## src/rtl/router_pkg.sv

```systemverilog
// router_pkg -- shared definitions for the packet router controller.
//   state_t     : controller state enumeration (4-bit encoding, 9 legal codes)
//   wait_cnt_w  : width of the WAIT_EMPTY timeout counter for a given limit
package router_pkg;

  typedef enum logic [3:0] {
    ST_DECODE          = 4'd0,
    ST_WAIT_EMPTY      = 4'd1,
    ST_LOAD_FIRST      = 4'd2,
    ST_LOAD_DATA       = 4'd3,
    ST_LOAD_PARITY     = 4'd4,
    ST_FIFO_FULL       = 4'd5,
    ST_LOAD_AFTER_FULL = 4'd6,
    ST_CHECK_PARITY    = 4'd7,
    ST_DROP            = 4'd8
  } state_t;

  localparam int STATE_W = 4;

  // A limit of 0 disables the timeout; the counter still needs one bit.
  function automatic int wait_cnt_w(input int wait_max);
    return (wait_max > 0) ? $clog2(wait_max + 1) : 1;
  endfunction

endpackage

```

## src/rtl/router_wait_timer.sv

```systemverilog
// router_wait_timer -- cycle counter for the WAIT_EMPTY timeout.
//   clk, resetn : clock, synchronous active-low reset
//   enable      : count this cycle (controller is in WAIT_EMPTY)
//   clear       : zero the counter (controller is anywhere else)
//   expire      : high while enabled and the counter sits at WAIT_MAX-1,
//                 i.e. on the WAIT_MAX-th consecutive waiting cycle
module router_wait_timer
  import router_pkg::*;
#(
  parameter int WAIT_MAX = 32
) (
  input  logic clk,
  input  logic resetn,
  input  logic enable,
  input  logic clear,
  output logic expire
);

  localparam int CNT_W = wait_cnt_w(WAIT_MAX);
  localparam logic [CNT_W-1:0] CNT_LAST = CNT_W'((WAIT_MAX > 0) ? WAIT_MAX - 1 : 0);
  localparam logic [CNT_W-1:0] CNT_SAT  = CNT_W'(WAIT_MAX);

  logic [CNT_W-1:0] cnt_reg;

  // Saturates at WAIT_MAX so a long wait can never wrap back onto CNT_LAST.
  always_ff @(posedge clk) begin
    if (!resetn || clear) begin
      cnt_reg <= '0;
    end else if (enable && (cnt_reg != CNT_SAT)) begin
      cnt_reg <= cnt_reg + CNT_W'(1);
    end
  end

  assign expire = (WAIT_MAX != 0) && enable && (cnt_reg == CNT_LAST);

endmodule

```

## src/rtl/router_fsm_nch.sv

```systemverilog
// router_fsm_nch -- packet router control FSM for NUM_CH output channels.
//   clk, resetn        : clock, synchronous active-low reset
//   packet_valid       : packet in progress on data_in
//   data_in            : header byte (address in the low ADDR_W bits) in DECODE
//   fifo_full          : full flag of the selected FIFO
//   fifo_empty         : per-channel FIFO empty flags
//   soft_reset         : per-channel soft reset requests
//   parity_done        : parity byte already written
//   low_packet_valid   : packet ended while the FIFO was full
//   detect_add .. busy : decodes of the present state
//   dest_sel           : destination channel latched from the header
//   drop_state         : packet is being discarded
//   addr_err           : one-cycle pulse, header addresses a missing channel
//   wait_timeout       : one-cycle pulse, destination never drained in time
module router_fsm_nch
  import router_pkg::*;
#(
  parameter int NUM_CH   = 3,
  parameter int DATA_W   = 8,
  parameter int ADDR_W   = 2,
  parameter int WAIT_MAX = 32
) (
  input  logic              clk,
  input  logic              resetn,
  input  logic              packet_valid,
  input  logic [DATA_W-1:0] data_in,
  input  logic              fifo_full,
  input  logic [NUM_CH-1:0] fifo_empty,
  input  logic [NUM_CH-1:0] soft_reset,
  input  logic              parity_done,
  input  logic              low_packet_valid,
  output logic              detect_add,
  output logic              lfd_state,
  output logic              ld_state,
  output logic              laf_state,
  output logic              full_state,
  output logic              write_enb_reg,
  output logic              rst_int_reg,
  output logic              busy,
  output logic [ADDR_W-1:0] dest_sel,
  output logic              drop_state,
  output logic              addr_err,
  output logic              wait_timeout
);

  localparam int NSEL = 1 << ADDR_W;
  localparam logic [ADDR_W:0] NUM_CH_V = (ADDR_W + 1)'(NUM_CH);

  state_t            state_reg, state_next;
  logic [ADDR_W-1:0] dest_sel_reg;
  logic [ADDR_W-1:0] hdr_addr;
  logic              hdr_ok;
  logic              soft_hit;
  logic              wait_expire;
  logic              unused_data;

  // Flags widened to the full address space so any ADDR_W value indexes
  // safely; channels that do not exist read as not-empty / no soft reset.
  logic [NSEL-1:0]   empty_ext;
  logic [NSEL-1:0]   soft_ext;

  for (genvar gi = 0; gi < NSEL; gi++) begin : g_ext
    if (gi < NUM_CH) begin : g_real
      assign empty_ext[gi] = fifo_empty[gi];
      assign soft_ext[gi]  = soft_reset[gi];
    end else begin : g_pad
      assign empty_ext[gi] = 1'b0;
      assign soft_ext[gi]  = 1'b0;
    end
  end

  assign hdr_addr    = data_in[ADDR_W-1:0];
  assign unused_data = ^data_in;
  assign hdr_ok      = {1'b0, hdr_addr} < NUM_CH_V;
  assign soft_hit    = (state_reg != ST_DECODE) && soft_ext[dest_sel_reg];

  router_wait_timer #(
    .WAIT_MAX (WAIT_MAX)
  ) u_wait_timer (
    .clk    (clk),
    .resetn (resetn),
    .enable (state_reg == ST_WAIT_EMPTY),
    .clear  (state_reg != ST_WAIT_EMPTY),
    .expire (wait_expire)
  );

  always_comb begin
    state_next   = state_reg;
    addr_err     = 1'b0;
    wait_timeout = 1'b0;
    case (state_reg)
      ST_DECODE: begin
        if (packet_valid) begin
          if (hdr_ok) begin
            state_next = empty_ext[hdr_addr] ? ST_LOAD_FIRST : ST_WAIT_EMPTY;
          end else begin
            state_next = ST_DROP;
            addr_err   = 1'b1;
          end
        end
      end
      ST_WAIT_EMPTY: begin
        // Draining wins over a timeout landing in the same cycle.
        if (empty_ext[dest_sel_reg]) begin
          state_next = ST_LOAD_FIRST;
        end else if (wait_expire) begin
          state_next   = ST_DROP;
          wait_timeout = !soft_hit;
        end
      end
      ST_LOAD_FIRST:      state_next = ST_LOAD_DATA;
      ST_LOAD_DATA: begin
        if (fifo_full)          state_next = ST_FIFO_FULL;
        else if (!packet_valid) state_next = ST_LOAD_PARITY;
      end
      ST_FIFO_FULL: begin
        if (!fifo_full) state_next = ST_LOAD_AFTER_FULL;
      end
      ST_LOAD_AFTER_FULL: begin
        if (parity_done)           state_next = ST_DECODE;
        else if (low_packet_valid) state_next = ST_LOAD_PARITY;
        else                       state_next = ST_LOAD_DATA;
      end
      ST_LOAD_PARITY:     state_next = ST_CHECK_PARITY;
      ST_CHECK_PARITY:    state_next = fifo_full ? ST_FIFO_FULL : ST_DECODE;
      ST_DROP: begin
        if (!packet_valid) state_next = ST_DECODE;
      end
      default:            state_next = ST_DECODE;
    endcase
    // A soft reset of the active channel aborts whatever is in flight.
    if (soft_hit) state_next = ST_DECODE;
  end

  always_ff @(posedge clk) begin
    if (!resetn) begin
      state_reg    <= ST_DECODE;
      dest_sel_reg <= '0;
    end else begin
      state_reg <= state_next;
      if (state_reg == ST_DECODE) dest_sel_reg <= hdr_addr;
    end
  end

  assign dest_sel      = dest_sel_reg;
  assign detect_add    = (state_reg == ST_DECODE);
  assign lfd_state     = (state_reg == ST_LOAD_FIRST);
  assign ld_state      = (state_reg == ST_LOAD_DATA);
  assign laf_state     = (state_reg == ST_LOAD_AFTER_FULL);
  assign full_state    = (state_reg == ST_FIFO_FULL);
  assign rst_int_reg   = (state_reg == ST_CHECK_PARITY);
  assign drop_state    = (state_reg == ST_DROP);
  assign write_enb_reg = (state_reg == ST_LOAD_DATA) ||
                         (state_reg == ST_LOAD_AFTER_FULL) ||
                         (state_reg == ST_LOAD_PARITY);
  assign busy          = (state_reg == ST_WAIT_EMPTY) ||
                         (state_reg == ST_LOAD_FIRST) ||
                         (state_reg == ST_LOAD_PARITY) ||
                         (state_reg == ST_FIFO_FULL) ||
                         (state_reg == ST_LOAD_AFTER_FULL) ||
                         (state_reg == ST_CHECK_PARITY);

endmodule
```

## config.mk

```make
export PLATFORM = sky130hd
export DESIGN_NAME = router_fsm_nch
export DESIGN_NICKNAME = d
export VERILOG_FILES = /design/src/rtl/router_pkg.sv /design/src/rtl/router_wait_timer.sv /design/src/rtl/router_fsm_nch.sv
export SDC_FILE = /design/constraint.sdc
export NUM_CORES = 1
export LEC_CHECK = 0
export BUFFER_PORTS_ARGS = -buffer_cell sky130_fd_sc_hd__buf_2
export CAP_MARGIN = 20
export CORE_MARGIN = 4
export CORE_UTILIZATION = 40
export CTS_CLUSTER_SIZE = 8
export DETAILED_ROUTE_END_ITERATION = 7
export PLACE_DENSITY = 0.69
export SKIP_LAST_GASP = 1
export SLEW_MARGIN = 20
export SYNTH_ARGS = -nofsm -noshare
export SYNTH_HDL_FRONTEND = slang
export SYNTH_SLANG_ARGS = --single-unit
```

## constraint.sdc

```tcl
create_clock -name clk -period 1.66 [get_ports clk]
set_clock_uncertainty 0.15 [all_clocks]
set_input_delay 0.166 -clock clk [delete_from_list [all_inputs] [get_ports clk]]
set_output_delay 0.166 -clock clk [all_outputs]
set_load 0.02 [all_outputs]
```

# Yosys cells after proc, flatten, opt, wreduce, memory -nomap -nowiden
# Index checks and enable logic that the tools add are counted.
[classes] n_mux=25 eq_ne=16 shift=0 reduce_logical=17 bitwise=1 n_lt_le_gt_ge=3 n_mul=0 add_sub_neg=1 n_div=0
[op_table] operator="$pmux 4 s9" n=1
[op_table] operator="$mux 4" n=8
[op_table] operator="$eq 4x3->1 const B" n=4
[op_table] operator="$mux 1" n=9
[op_table] operator="$mux 3" n=3
[op_table] operator="$eq 4x2->1 const B" n=2
[op_table] operator="$logic_or 1x1->1" n=8
[op_table] operator="$add 6x1->6 const B" n=1
[op_table] operator="$bmux 1 s2" n=3
[op_table] operator="$eq 6x5->1 const B" n=1
[op_table] operator="$lt 2x3->1 const B" n=2
[op_table] operator="$ne 2x2->1 const B" n=3
[op_table] operator="$ne 3x3->1 const B" n=2
[op_table] operator="$ne 6x6->1 const B" n=1
[op_table] operator="$reduce_and 5->1" n=1
[op_table] operator="$eq 4x1->1 const B" n=1
[op_table] operator="$eq 4x4->1 const B" n=1
[op_table] operator="$logic_not 4->1" n=1
[op_table] operator="$ne 4x1->1 const B" n=1
[op_table] operator="$reduce_bool 4->1" n=1
[op_table] operator="$logic_and 1x1->1" n=3
[op_table] operator="$logic_not 1->1" n=2
[op_table] operator="$lt 2x2->1 const B" n=1
[op_table] operator="$mux 2" n=1
[op_table] operator="2 further kinds" n=2
[totals] reg_bits=12 out_inout_bits=13 mem_count=0 mem_bits_ro=0 latch_bits=0 ram_bits=0

# Logic depth before layout (Yosys ltp)
[logic_depth] depth_word=7 mapped_depth=6

# Modules after synthesis
# Synthesis repeated with hierarchy kept, for this count alone.
[unflattened] hier_cells=123 hier_area_um2=929.6
[by_module_without_submodules] mod="router_fsm_nch" instances=1 area_each_um2=614.3 cells_each=88 seq_area_each_um2=120.1
[by_module_without_submodules] mod="router_wait_timer" instances=1 area_each_um2=315.3 cells_each=35 seq_area_each_um2=120.1

# Worst setup path after synthesis
# No wires, ideal clock.
[synth_path] path_kind="reg2out" from="register state_reg[0]" to="output wait_timeout" arrival_time_ps=1660 stages_incl_launch_ff=6 path_buffers=2 path_slack_ps=-316 cell_sequence="dfxtp_1 -> buf_6 -> nor4_4 -> buf_6 -> nor2_1 -> nor4_1"
[synth_via] elab_chain_cells=6 word_cells_on_any_way=8 cone_classes="eq/ne: 1; mux: 3; reduce/logical: 4"
[synth_lines] item="start, declared" line_no="router_fsm_nch.sv:49" source="state_t state_reg, state_next;"
[synth_lines] item="start signal, assigned" line_no="router_fsm_nch.sv:140" source="state_reg <= state_next;"
[synth_lines] item="$reduce_bool 4->1" line_no="router_fsm_nch.sv:75" source="assign soft_hit = (state_reg != ST_DECODE) && soft_ext[dest_sel_reg];"
[synth_lines] item="$logic_and 1x1->1" line_no="router_fsm_nch.sv:75"
[synth_lines] item="$logic_not 1->1" line_no="router_fsm_nch.sv:108" source="wait_timeout = !soft_hit;"
[synth_lines] item="$mux 1" line_no="router_fsm_nch.sv:106" source="end else if (wait_expire) begin"
[synth_lines] item="$mux 1" line_no="router_fsm_nch.sv:104" source="if (empty_ext[dest_sel_reg]) begin"
[synth_lines] item="$mux 1 (*)" line_no="router_fsm_nch.sv:91" source="case (state_reg)"
[synth_lines] item="end, declared" line_no="router_fsm_nch.sv:43" source="output logic wait_timeout"
# Every way passes the cells marked *; elsewhere a longest branch is shown, timed or not.

# Worst setup path in the final report
[layout_path] from="register dest_sel_reg[0] (netlist: dest_sel[0])" to="output wait_timeout"
[layout_via] elab_chain_cells=7 word_cells_on_any_way=9 cone_classes="mux: 7; reduce/logical: 2"
[layout_lines] item="start, declared" line_no="router_fsm_nch.sv:50" source="logic [ADDR_W-1:0] dest_sel_reg;"
[layout_lines] item="start signal, assigned" line_no="router_fsm_nch.sv:141" source="if (state_reg == ST_DECODE) dest_sel_reg <= hdr_addr;"
[layout_lines] item="$bmux 1 s2" line_no="router_fsm_nch.sv:75"
[layout_lines] item="$mux 1 (not written as such)" line_no="router_fsm_nch.sv:75"
[layout_lines] item="$logic_and 1x1->1" line_no="router_fsm_nch.sv:75"
[layout_lines] item="$logic_not 1->1" line_no="router_fsm_nch.sv:108"
[layout_lines] item="$mux 1" line_no="router_fsm_nch.sv:106"
[layout_lines] item="$mux 1 (*)" line_no="router_fsm_nch.sv:104"
[layout_lines] item="$mux 1 (*)" line_no="router_fsm_nch.sv:91"
# Every way passes the cells marked *; elsewhere a longest branch is shown, timed or not. The select of a mux whose other input is x is not followed.

==> metrics.txt <==
outcome=finished, violations left; failing checks=setup timing; synth unique cells=47; Hold Buf Count CTS=0; DR pass1 iterations=4; total of max-cap violations=0; fin crit period=just under 2 ns; mux contribution to synthesized area=7.57%; slew margin rel.=around 76%; Crit Path Class=reg2out; Filler cells=around 180; Pwr Total=1.75 mW; GRT Total Usage=about 17%; CP Max Fanout=6; DRC viols=0; Yosys top cell by area=dfxtp_1; Clock Latency Late Sink=around 0.27 ns; Cell Rows=17; most frequent cells after synthesis=15 x nor2_1, 12 x dfxtp_1, 6 x a21oi_1, 6 x mux2i_1, 6 x nand2_1; RSZ-0062 raised after global routing=true; CTS clk-pin slew, worst paths=0.09 ns; Post-Route WL=2960 um; routability cong.=0.984; period utilization=116%; Worst IR Drop VDD=926 uV; max FFs per register=6; sequential area share after synthesis=between 20% and 30%; CTS root buf=clkbuf_4; Simple-Gate Fraction of Synth Area=a little under a third; FF-to-FF Start=state_reg[1]; RR Endpoint=state_reg[3]; Yosys top cell area share=between 20% and 30%; synth top area cells=dfxtp_1 25%, mux2i_1 6.4%, nor2_1 6.0%, a21oi_1 3.2%, nand3b_1 3.2%; Detail Placement HPWL=about 1800 um; synth warn=0; adder-cell area share of the yosys netlist=between 2 and 3%; DR iter-0 viols=23; count of input and output buffers=26; Vias=around 1100; post-route ant nets=0; fraction of layout cells with a size suffix above 1=53.6%; largest net degree at the start of global routing=13; initial antenna violation count=0; worst-case clock buffer depth=2; PwrDens=around 1200 mW/mm2; number of enable flip-flop cells after synthesis=0; compound-gate portion of the synthesized area=a little under a quarter; I/O pins=33; worst slew pin tran=roughly 0.35 ns; Startpoint Class=register; Seq cells post-synth=12; Post-DP Area=0.00118 mm2; area of the die=about 0.0032 mm2; syn nets=around 140; TritonCTS sink count=12; Pleak=roughly 0.62 nW; n_diodes=0; core area=0.00223 mm2; hold path depth=2; Critical Path RT=roughly 1.3 ns; ys async rst share=0%; global-route wire length before repair=4520 um; Post-Synth XOR/XNOR Area=approximately 2.8%; setup ws final=-0.265 ns; CP arrival=1.61 ns; Crit. End Element=primary output; worst hold slack=around 0.065 ns; Vias/cell=5.57; sink of the worst hold path=dest_sel[1]; Gate Count Post-Synth=around 120; count leader, synth=nor2_1; r2r setup slk=-0.12 ns; Hold Crit Class=in2reg; Die Ht=approximately 57 um; Area Growth Syn to Fin=61.2%; Post-Syn Area=~940 um2; Horiz. Die Dim=approximately 57 um; Remaining Overflow, GRT=0; total CTS buffers=3; highest clock rate=0.520 GHz; vias in the first global route=1000; Hold Crit Start=resetn; CTS tree=done; worst r2r path cells=6; Hold Fails Final Rpt=0; Setup Viol. Count Final=7; H-tree depth=1; largest family of logic cells by synthesized area=simple AND/OR/NAND/NOR gates; Avg WL per Cell=15.2 um; fin nets=~190; mean area per synthesized cell=about 8 um2; Post-synth top flop=dfxtp_1; design area=between 0.0015 and 0.002 mm2; Starting Density=a little over two fifths; Max Slew Vio Count=0
layer usage:
metal	wire (um)	global-route usage (%)
met1	1220	21.4
met2	1530	30.4
met3	168	2.76
met4	38	6.44
met5	0	0
worst max path at each step:
stage / start / endpoint / slack [ns] / cells past startpoint
after floorplan: state_reg[0] / wait_timeout / -0.11 / 5
after global placement: state_reg[0] / wait_timeout / -0.05 / 4
after detailed placement: state_reg[0] / state_reg[2] / -0.09 / 5
after CTS: state_reg[3] / wait_timeout / -0.18 / 4
after global routing: dest_sel[0] / wait_timeout / -0.37 / 5
final: dest_sel[0] / wait_timeout / -0.26 / 5
cell families (layout without fill, tap and decap cells):
| kind of cell | Yosys count | in the layout |
|---|---|---|
| AND/OR/NAND/NOR | 51 | 51 |
| AO/OA/AOI/OAI | 30 | 30 |
| flip-flops | 12 | 12 |
| buffers and inverters | 10 | 61 |
| multiplexers | 7 | 7 |
| XOR/XNOR | 3 | 3 |
| adder cells (fa/ha/maj) | 2 | 2 |
layout by cell type, fill, tap and decap left out, types with 3 or more instances in the layout:
cell type,Yosys,final
buf_4,2,28
buf_2,0,16
nor2_1,15,13
dfxtp_1,12,6
nand2_1,6,5
mux2i_1,6,5
o21ai_0,5,5
dfxtp_4,0,5
buf_6,2,5
inv_1,5,4
nand3b_1,4,4
nand3_1,5,4
a21oi_2,0,3
a21oi_1,6,3
o2111ai_1,3,3
clkbuf_4,0,3
buf_8,0,3
where the power goes:
| group | total [mW] | leakage [nW] | switching, mW | internal [mW] |
|---|---|---|---|---|
| clock network | 0.234 | 0.0210 | 0.101 | 0.133 |
| logic | 1.10 | 0.493 | 0.541 | 0.558 |
| registers | 0.415 | 0.102 | 0.0743 | 0.341 |
| total | 1.75 | 0.615 | 0.717 | 1.03 |
critical path, cell delays in order (launching register included):
cell	delay, ns
dfxtp_4	0.39
mux2i_2	0.23
o21a_1	0.20
nor2_1	0.08
nor4_2	0.23
buf_2	0.20
what timing repair did:
| item | CTS | global route |
|---|---|---|
| buffers inserted | 6 | 7 |
| pin swaps | 7 | 10 |
| endpoints found under the setup margin | 15 | 16 |
| gates resized for setup | 25 | 33 |
| endpoints found under the hold margin | 0 | 0 |
layout make-up:
class | instances | area [um2] | area share (%)
multi-input cells | 93 | 777 | 51.2
clock buffers | 4 | 36.3 | 2.39
flip-flops and latches | 12 | 260 | 17.1
repair buffers | 52 | 392 | 25.8
well taps | 28 | 35.0 | 2.31
inverters | 5 | 18.8 | 1.24
stage by stage:
step	setup WS, ns	instances	TNS, ns	utilization (%)
5_1_grt	-0.369	194	-1.61	68.0
3_5_place_dp	-0.0891	177	-0.127	52.8
6_report	-0.265	194	-0.727	68.0
2_1_floorplan	-0.106	115	-0.106	-
3_3_place_gp	-0.0453	177	-0.0509	52.8
4_1_cts	-0.181	187	-0.524	60.2
(Power assumes the default switching activity.)
